$ cat config.mk
export PLATFORM = sky130hd
export DESIGN_NAME = tl_debug_port
export DESIGN_NICKNAME = d
export VERILOG_FILES = /design/src/rtl/tl_debug_port.sv
export SDC_FILE = /design/constraint.sdc
export NUM_CORES = 1
export LEC_CHECK = 0
export ABC_AREA = 1
export CELL_PAD_IN_SITES_DETAIL_PLACEMENT = 1
export CELL_PAD_IN_SITES_GLOBAL_PLACEMENT = 2
export CORE_ASPECT_RATIO = 1.1
export CORE_MARGIN = 2
export CORE_UTILIZATION = 31
export CTS_CLUSTER_SIZE = 14
export DETAILED_ROUTE_END_ITERATION = 6
export PLACE_DENSITY_LB_ADDON = 0.1
export SYNTH_ARGS = -nofsm -noshare
export SYNTH_HDL_FRONTEND = slang
export SYNTH_SLANG_ARGS = --single-unit
$ cat constraint.sdc
create_clock -name clk -period 14.9 [get_ports clk]
set_input_delay 2.98 -clock clk [delete_from_list [all_inputs] [get_ports clk]]
set_output_delay 2.98 -clock clk [all_outputs]
set_load 0.005 [all_outputs]
$ cat src/rtl/tl_debug_port.sv
// tl_debug_port: TileLink-UL debug/control slave. Doorbell, sticky exit
// register, freezable 64-bit cycle counter with coherent hi/lo reads, and a
// bank of byte-writable state words driven out as a flat vector.
module tl_debug_port #(
  parameter int          SOURCE_W    = 1,
  parameter int          NUM_WORDS   = 4,
  parameter int          ADDR_W      = $clog2(4*(NUM_WORDS+4)),
  // Counter value loaded on reset; nonzero only for bring-up experiments.
  parameter logic [63:0] CYCLE_RESET = 64'd0
) (
  input  logic                    clk,
  input  logic                    rst,
  input  logic [2:0]              a_opcode,
  input  logic [2:0]              a_param,
  input  logic [3:0]              a_size,
  input  logic [SOURCE_W-1:0]     a_source,
  input  logic [ADDR_W-1:0]       a_address,
  input  logic [3:0]              a_mask,
  input  logic [31:0]             a_data,
  input  logic                    a_corrupt,
  input  logic                    a_valid,
  output logic                    a_ready,
  output logic [2:0]              d_opcode,
  output logic [1:0]              d_param,
  output logic [3:0]              d_size,
  output logic [SOURCE_W-1:0]     d_source,
  output logic                    d_denied,
  output logic [31:0]             d_data,
  output logic                    d_corrupt,
  output logic                    d_valid,
  input  logic                    d_ready,
  output logic                    callenv,
  output logic                    done,
  output logic [30:0]             exit_code,
  output logic [32*NUM_WORDS-1:0] state_o
);

  localparam int OFF_W    = ADDR_W - 2;
  localparam int NUM_REGS = 4 + NUM_WORDS;

  // Response channel registers (single-entry buffer)
  logic                d_valid_q;
  logic [2:0]          d_opcode_q;
  logic [3:0]          d_size_q;
  logic [SOURCE_W-1:0] d_source_q;
  logic                d_denied_q;
  logic [31:0]         d_data_q;

  // Register file state
  logic        callenv_q;
  logic [31:0] bell_q;
  logic        done_q;
  logic [30:0] exit_code_q;
  logic [63:0] cnt_q;
  logic [31:0] shadow_q;
  logic [31:0] state_q [NUM_WORDS];

  // Decode
  logic [OFF_W-1:0] off;
  logic [31:0]      off_ext;
  logic             is_get, is_put, legal, data_class, accept, wr_en, rd_en;
  logic [31:0]      rd_data;

  // Fields ignored by this slave; byte lane bits are not decoded.
  logic unused_ok;
  assign unused_ok = ^{a_param, a_corrupt, a_address[1:0]};

  assign a_ready = ~d_valid_q | d_ready;
  assign accept  = a_valid & a_ready;

  // Classify the request and build the read mux from pre-write values
  always_comb begin
    off        = a_address[ADDR_W-1:2];
    off_ext    = 32'(off);
    is_get     = (a_opcode == 3'd4);
    is_put     = (a_opcode == 3'd0) || (a_opcode == 3'd1);
    // Opcodes that carry a data response in TileLink (Arithmetic, Logical,
    // Get) answer with AccessAckData even when denied.
    data_class = (a_opcode == 3'd2) || (a_opcode == 3'd3) || (a_opcode == 3'd4);
    legal      = (is_get | is_put) && (a_size <= 4'd2) && (off_ext < 32'(NUM_REGS));
    wr_en      = accept & legal & is_put;
    rd_en      = accept & legal & is_get;
    rd_data    = 32'd0;
    case (off_ext)
      32'd0:   rd_data = bell_q;
      32'd1:   rd_data = {exit_code_q, done_q};
      32'd2:   rd_data = cnt_q[31:0];
      32'd3:   rd_data = shadow_q;
      default: begin
        for (int k = 0; k < NUM_WORDS; k++) begin
          if (off_ext == 32'(k + 4)) rd_data = state_q[k];
        end
      end
    endcase
  end

  // Load the response on acceptance, retire it when the master takes it
  always_ff @(posedge clk or posedge rst) begin
    if (rst) begin
      d_valid_q  <= 1'b0;
      d_opcode_q <= 3'd0;
      d_size_q   <= 4'd0;
      d_source_q <= '0;
      d_denied_q <= 1'b0;
      d_data_q   <= 32'd0;
    end else if (accept) begin
      d_valid_q  <= 1'b1;
      d_opcode_q <= data_class ? 3'd1 : 3'd0;
      d_size_q   <= a_size;
      d_source_q <= a_source;
      d_denied_q <= ~legal;
      d_data_q   <= rd_en ? rd_data : 32'd0;
    end else if (d_ready) begin
      d_valid_q  <= 1'b0;
    end
  end

  // Doorbell, exit latch and counter snapshot commit on the acceptance edge
  always_ff @(posedge clk or posedge rst) begin
    if (rst) begin
      callenv_q   <= 1'b0;
      bell_q      <= 32'd0;
      done_q      <= 1'b0;
      exit_code_q <= 31'd0;
      shadow_q    <= 32'd0;
    end else begin
      callenv_q <= 1'b0;
      if (wr_en && off_ext == 32'd0) begin
        callenv_q <= 1'b1;
        bell_q    <= bell_q + 32'd1;
      end
      if (wr_en && off_ext == 32'd1 && !done_q && a_data[0]) begin
        done_q      <= 1'b1;
        exit_code_q <= a_data[31:1];
      end
      if (rd_en && off_ext == 32'd2) shadow_q <= cnt_q[63:32];
    end
  end

  // Free-running cycle counter, frozen once the exit flag is set
  always_ff @(posedge clk or posedge rst) begin
    if (rst)          cnt_q <= CYCLE_RESET;
    else if (!done_q) cnt_q <= cnt_q + 64'd1;
  end

  genvar gi;
  generate
    for (gi = 0; gi < NUM_WORDS; gi++) begin : g_state
      // Byte-masked write of state word gi
      always_ff @(posedge clk or posedge rst) begin
        if (rst) begin
          state_q[gi] <= 32'd0;
        end else if (wr_en && off_ext == 32'(gi + 4)) begin
          for (int b = 0; b < 4; b++) begin
            if (a_mask[b]) state_q[gi][8*b +: 8] <= a_data[8*b +: 8];
          end
        end
      end
      assign state_o[32*gi +: 32] = state_q[gi];
    end
  endgenerate

  assign d_valid   = d_valid_q;
  assign d_opcode  = d_opcode_q;
  assign d_param   = 2'd0;
  assign d_size    = d_size_q;
  assign d_source  = d_source_q;
  assign d_denied  = d_denied_q;
  assign d_data    = d_data_q;
  assign d_corrupt = 1'b0;
  assign callenv   = callenv_q;
  assign done      = done_q;
  assign exit_code = exit_code_q;

endmodule

==> results.cfg, run 1 <==
[clock_tree]
cts-hold-fix-buffers = 0
postCtsSetupBuffers = 0
clk_latency_ns = 0.58
cts_resized = 0
root_buffer = clkbuf_16
clock_path_buffers = 3
cts_buffers = 41
cts.sinks = 329
cts_tree = yes
cts.htree.levels = 2
clk_pin_slew_ns = 0.06

[final_layout]
final_cell_mix = 725 x nand2_1, 329 x dfrtp_1, 251 x clkdlybuf4s50_1
multiInputGateArea_um2 = 6932
final_layout_size_suffix_gt1_share_pct = 5.472
antenna-diode-count = 0
areaGrowthSynthToFinish_pct = 27.27
layout_commonest_cell = nand2_1
layout.area.seq_um2 = 8233
fill_cells = 6212
instances_no_fill = 3006
nets = 2370

[detailed_routing]
ant_nets = 0
avgRoutedWirePerCell_um = 22.86
drc_errors = 18
firstDrtPassIters = 7
routed_wl_um = 68710
drt_iter0_drc = 891
vias_per_cell = 5.012
vias = 15067

[power_and_ir_drop]
power_frac_comb_pct = 7.4
swShare_pct = 25.42
p_total_mw = 2.069
internal_power_mw = 1.543
seq_power_share_pct = 44.8
p_leak_nw = 9.118
p_sw_mw = 0.5260
powerDensity_nw_per_um2 = 100.6
peakVddDrop_v = 0.00008326
clkPwrFrac_pct = 47.8

[sta]
max_clock_freq_mhz = 142.0
fin_ws_ns = 7.859
finalSetupTns_ns = 0
relSlewSlack_pct = 34.10
clock_skew_ns = 0.02813
worstMarginPinSlew_ns = 0.9885
drv_slew = 0
setup_violations = 0
min_period_ns = 7.041
hold_violations = 0
finalCritPeriodShare_pct = 47.25
rsz0062_at_grt = false

[place]
post-dp-hpwl_um = 51190
place_ws_ns = 7.856
routabilityCongestion = 0.8468
placedCellCount = 2935
io_buffers = 252

[global_route]
grt_pass1_wl_um = 103700
grt_max_degree = 157
grt_overflow_total = 0
grt_pass1_vias = 15917
gr-usage-all-layers_pct = 25.53
antenna_found_initial = 0

[logic_synthesis]
synth_edf_count = 0
synthArstFlopShare_pct = 100.0
postSynthCellCount = 2078
syn_area_um2 = 16170
ys_seq_area_share_pct = 50.93
yosysWarnings = 0
ys_types = 37
ys.flop_type = dfrtp_1
ys_ff_latch = 329
syn_area_per_cell_um2 = 7.779

[floorplan]
ioPinCount = 264
die_w_um = 221.7
rows = 87
core_um2 = 51380
die_h_um = 243.5
die_area_um2 = 53990
start_util_pct = 31.46

[worst_setup_path]
worst_setup_path_start_kind = input pin
criticalPathCategory = input pin to output pin
cp.arrival_ns = 4.06
path_max_fanout = 3
crit_path_end_kind = output pin
crit_required_ns = 11.92

[worst_hold_path]
hp-class = register to register

[outcome]
violations = design-rule violations
status = finished with violations

[run]
cap_viol_max_count = 0
-- metrics by stage --
step / hold WS, ns / util, % / cell area (um2)
after global placement: 0.4641 / 37.54 / 19290
after global routing: 0.5034 / 40.04 / 20570
final: 0.4812 / 40.04 / 20570
after CTS: 0.4834 / 40.04 / 20570
after floorplan: 0.4422 / - / 16180
after detailed placement: 0.4687 / 37.54 / 19290
-- flip-flops by register name, summed over array words and instances, names as in the netlist --
name	flops
exit_code	31
bell_q	32
d_valid	1
shadow_q	32
callenv	1
d_opcode	1
d_denied	1
d_data	32
d_source	1
done	1
cnt_q	64
state_o	128
d_size	4
-- cell usage after synthesis (all sizes together) (2+ instances only) --
library cell    n  area, um2
inv           168      638.1
nand3         124      665.6
clkbuf         30      112.6
o211ai         18      135.1
xnor2          11      96.34
a21oi          26      130.1
nor2          198      815.8
buf            51      270.3
o21ai         220       1101
nand2         738       2808
dfrtp         329       8233
xor2           46      402.9
nor3           50      272.8
ha              2      25.02
nand3b          3      22.52
o2111ai         7      61.31
and3            2      12.51
nand4          47      309.0
a211oi          3      22.52
-- worst max-delay path, stage by stage --
cell and delay [ns]:
clkdlybuf4s50_1 0.45, inv_1 0.05, nand2_2 0.07, clkdlybuf4s50_1 0.51
-- area by class of cell --
class	count	area share (%)
Clock buffer	59	5.662
Clock inverter	12	0.5899
Inverter	168	3.138
Multi-Input combinational cell	1504	33.69
Sequential cell	329	40.02
Tap cell	667	4.056
Timing Repair Buffer	267	12.84
-- cells by family after synthesis --
family | share of synthesized area (%)
compound gates | 9.063
xor+xnor | 3.088
fa+ha+maj | 0.1548
buf+inv | 6.316
flops | 50.93
other cells | 0.02320
simple gates | 30.43
-- path summary, 6_finish.rpt --
check | start | endpoint | slack (ns) | cells after the start
setup reg to reg | d_valid | shadow_q[23] | 12.08 | 10
hold reg to reg | shadow_q[12] | shadow_q[12] | 0.48 | 2
hold / removal | shadow_q[12] | shadow_q[12] | 0.48 | 2
min in group asynchronous | rst | state_o[59] | 2.95 | 2
setup / recovery | d_ready | a_ready | 7.86 | 4
max in group asynchronous | rst | shadow_q[16] | 10.44 | 3
-- layer usage --
metal,part of all wire [%],up-vias,routed length (um),GRT usage (%)
met5,0,-,0,0
met3,4.2,84,2885,3.763
met4,2.3,0,1570,6.558
met1,45,7547,30860,33.37
li1,-,7143,-,-
met2,49,293,33400,44.27
-- power groups by stage --
| stage | Sequential (mW) | Combinational, mW | Clock [mW] |
|---|---|---|---|
| global route | 0.929 | 0.168 | 1.04 |
| floorplan | 0.940 | 0.0673 | 0 |
| detailed placement | 0.943 | 0.157 | 0 |
| global placement | 0.942 | 0.155 | 0 |
| CTS | 0.927 | 0.157 | 1.01 |
| finish | 0.927 | 0.154 | 0.988 |
No activity file was read; power rests on OpenSTA's default activity.
==> run 2: changes to the inputs <==
==> constraint.sdc (replaced) <==
create_clock -name clk -period 7.1 [get_ports clk]
set_input_delay 1.42 -clock clk [delete_from_list [all_inputs] [get_ports clk]]
set_output_delay 1.42 -clock clk [all_outputs]
set_load 0.005 [all_outputs]
==> results.cfg, run 2 (synthesis results as in run 1) <==
[sta]
setup_violations = 0
relSlewSlack_pct = 33.06
hold_violations = 0
clock_skew_ns = 0.01808
max_clock_freq_mhz = 254.9
rsz0062_at_grt = false
drv_slew = 0
finalSetupTns_ns = 0
min_period_ns = 3.923
worstMarginPinSlew_ns = 1.004
finalCritPeriodShare_pct = 55.25

[final_layout]
final_layout_size_suffix_gt1_share_pct = 5.679
multiInputGateArea_um2 = 6932
areaGrowthSynthToFinish_pct = 27.85
layout_commonest_cell = nand2_1
nets = 2371
antenna-diode-count = 0
instances_no_fill = 3009
final_cell_mix = 725 x nand2_1, 329 x dfrtp_1, 251 x clkdlybuf4s50_1
final_cell_area_um2 = 20670
fill_cells = 6213
largest_register_ffs = 128
layout.area.seq_um2 = 8233
utilization_pct = 40.23

[worst_setup_path]
crit_required_ns = 5.68
crit_top_cell = clkdlybuf4s50_1
cp_cell_sequence = clkdlybuf4s50_1 > inv_1 > nand2_2 > clkdlybuf4s50_1
timing.rr.start = d_valid
cp.buffers_inverters = 3
cp.arrival_ns = 2.50
critPathSlowestCell = clkdlybuf4s50_1
cp-startpoint = d_ready
crit_path_end_kind = output pin
worst_setup_path_start_kind = input pin
critPathMaxStageDelay_ns = 0.50
criticalPathCategory = input pin to output pin
path_max_fanout = 3
crit_family = buffers and inverters

[place]
placedCellCount = 2936
post_dp_cell_area_um2 = 19290
routabilityCongestion = 0.8569
io_buffers = 252
post-dp-hpwl_um = 51210

[detailed_routing]
firstDrtPassIters = 7
avgRoutedWirePerCell_um = 22.62
routed_wl_um = 68050
drt_iter0_drc = 975
ant_nets = 0
vias_per_cell = 4.996
vias = 15033
drc_errors = 17

[clock_tree]
postCtsSetupBuffers = 0
root_buffer = clkbuf_16
clk_latency_ns = 0.58
cts.sinks = 329
cts_buffers = 41
cts_tree = yes
clk_pin_slew_ns = 0.06
cts_resized = 0
cts.htree.levels = 2
clock_path_buffers = 3
cts-hold-fix-buffers = 0

[floorplan]
die_h_um = 243.5
core_um2 = 51380
ioPinCount = 264
rows = 87
die_w_um = 221.7
start_util_pct = 31.46
die_area_um2 = 53990

[worst_hold_path]
hp-class = register to register
min_from = d_data[29]

[power_and_ir_drop]
internal_power_mw = 3.323
swShare_pct = 25.18
clkPwrFrac_pct = 48.9
p_sw_mw = 1.118
p_leak_nw = 9.155
seq_power_share_pct = 43.8
power_frac_comb_pct = 7.2
powerDensity_nw_per_um2 = 214.9
peakVddDrop_v = 0.0001386

[global_route]
top_usage_layer = met2
grt_overflow_total = 0
grt_max_degree = 156
gr-usage-all-layers_pct = 25.12
grt_util_met3_pct = 4.221
grt_pass1_wl_um = 101600
met1_usage_pct = 32.08
grt_pass1_vias = 15624
met2_usage_pct = 43.15
antenna_found_initial = 0

[outcome]
status = finished with violations
violations = design-rule violations

[run]
cap_viol_max_count = 0
==> run 2: cell count changes in the layout (fill, tap and decap cells not counted), sizes merged <==
cell | previous run | this run
buf | 16 | 17
bufinv | 2 | 3
clkbuf | 59 | 61
clkinv | 10 | 7
clkinvlp | 0 | 2
==> run 2: worst paths after layout <==
| check | endpoint | slack [ns] | cells past startpoint |
|---|---|---|---|
| max | a_ready | 3.18 | 4 |
| min | d_data[29] | 0.48 | 2 |
| max reg2reg | exit_code[16] | 4.39 | 8 |
| min reg2reg | d_data[29] | 0.48 | 2 |
| max in group asynchronous | cnt_q[55] | 4.28 | 4 |
| min in group asynchronous | state_o[61] | 1.37 | 3 |
==> run 2: area by class of cell <==
| type | count | area share, % |
|---|---|---|
| Clock buffer | 61 | 5.866 |
| Tap cell | 667 | 4.038 |
| Inverter | 168 | 3.106 |
| Clock inverter | 12 | 0.7931 |
| Multi-Input combinational cell | 1504 | 33.54 |
| Sequential cell | 329 | 39.84 |
| Timing Repair Buffer | 268 | 12.82 |
==> run 2: per-layer routing <==
metal | part of all wire (%) | vias to the layer above | routed length [um]
met2 | 49 | 359 | 33110
met5 | 0 | - | 0
li1 | - | 7162 | -
met3 | 4.4 | 98 | 3020
met4 | 3.4 | 0 | 2288
met1 | 44 | 7414 | 29640
==> run 2: through the flow <==
step / worst slack, ns / hold WS, ns / total power, mW
4_1_cts: 3.169 / 0.4838 / 4.504
6_report: 3.177 / 0.4802 / 4.441
5_1_grt: 3.120 / 0.5092 / 4.598
2_1_floorplan: 1.287 / 0.4422 / 2.114
3_5_place_dp: 2.799 / 0.4682 / 2.308
3_3_place_gp: 2.868 / 0.4578 / 2.302
==> run 2: tightest hold or removal path: cells and delay by family, from the launching register on <==
family	cells	cell delay, ns
DFF	1	0.34
and+or+nand+nor	2	0.11
==> run 2: power groups by stage <==
stage                     Combinational [mW]  Clock, mW  Sequential [mW]
after floorplan                        0.142          0             1.97
after global placement                 0.324          0             1.98
after detailed placement               0.329          0             1.98
after CTS                              0.330       2.23             1.95
after global routing                   0.352       2.30             1.95
final                                  0.322       2.17             1.95
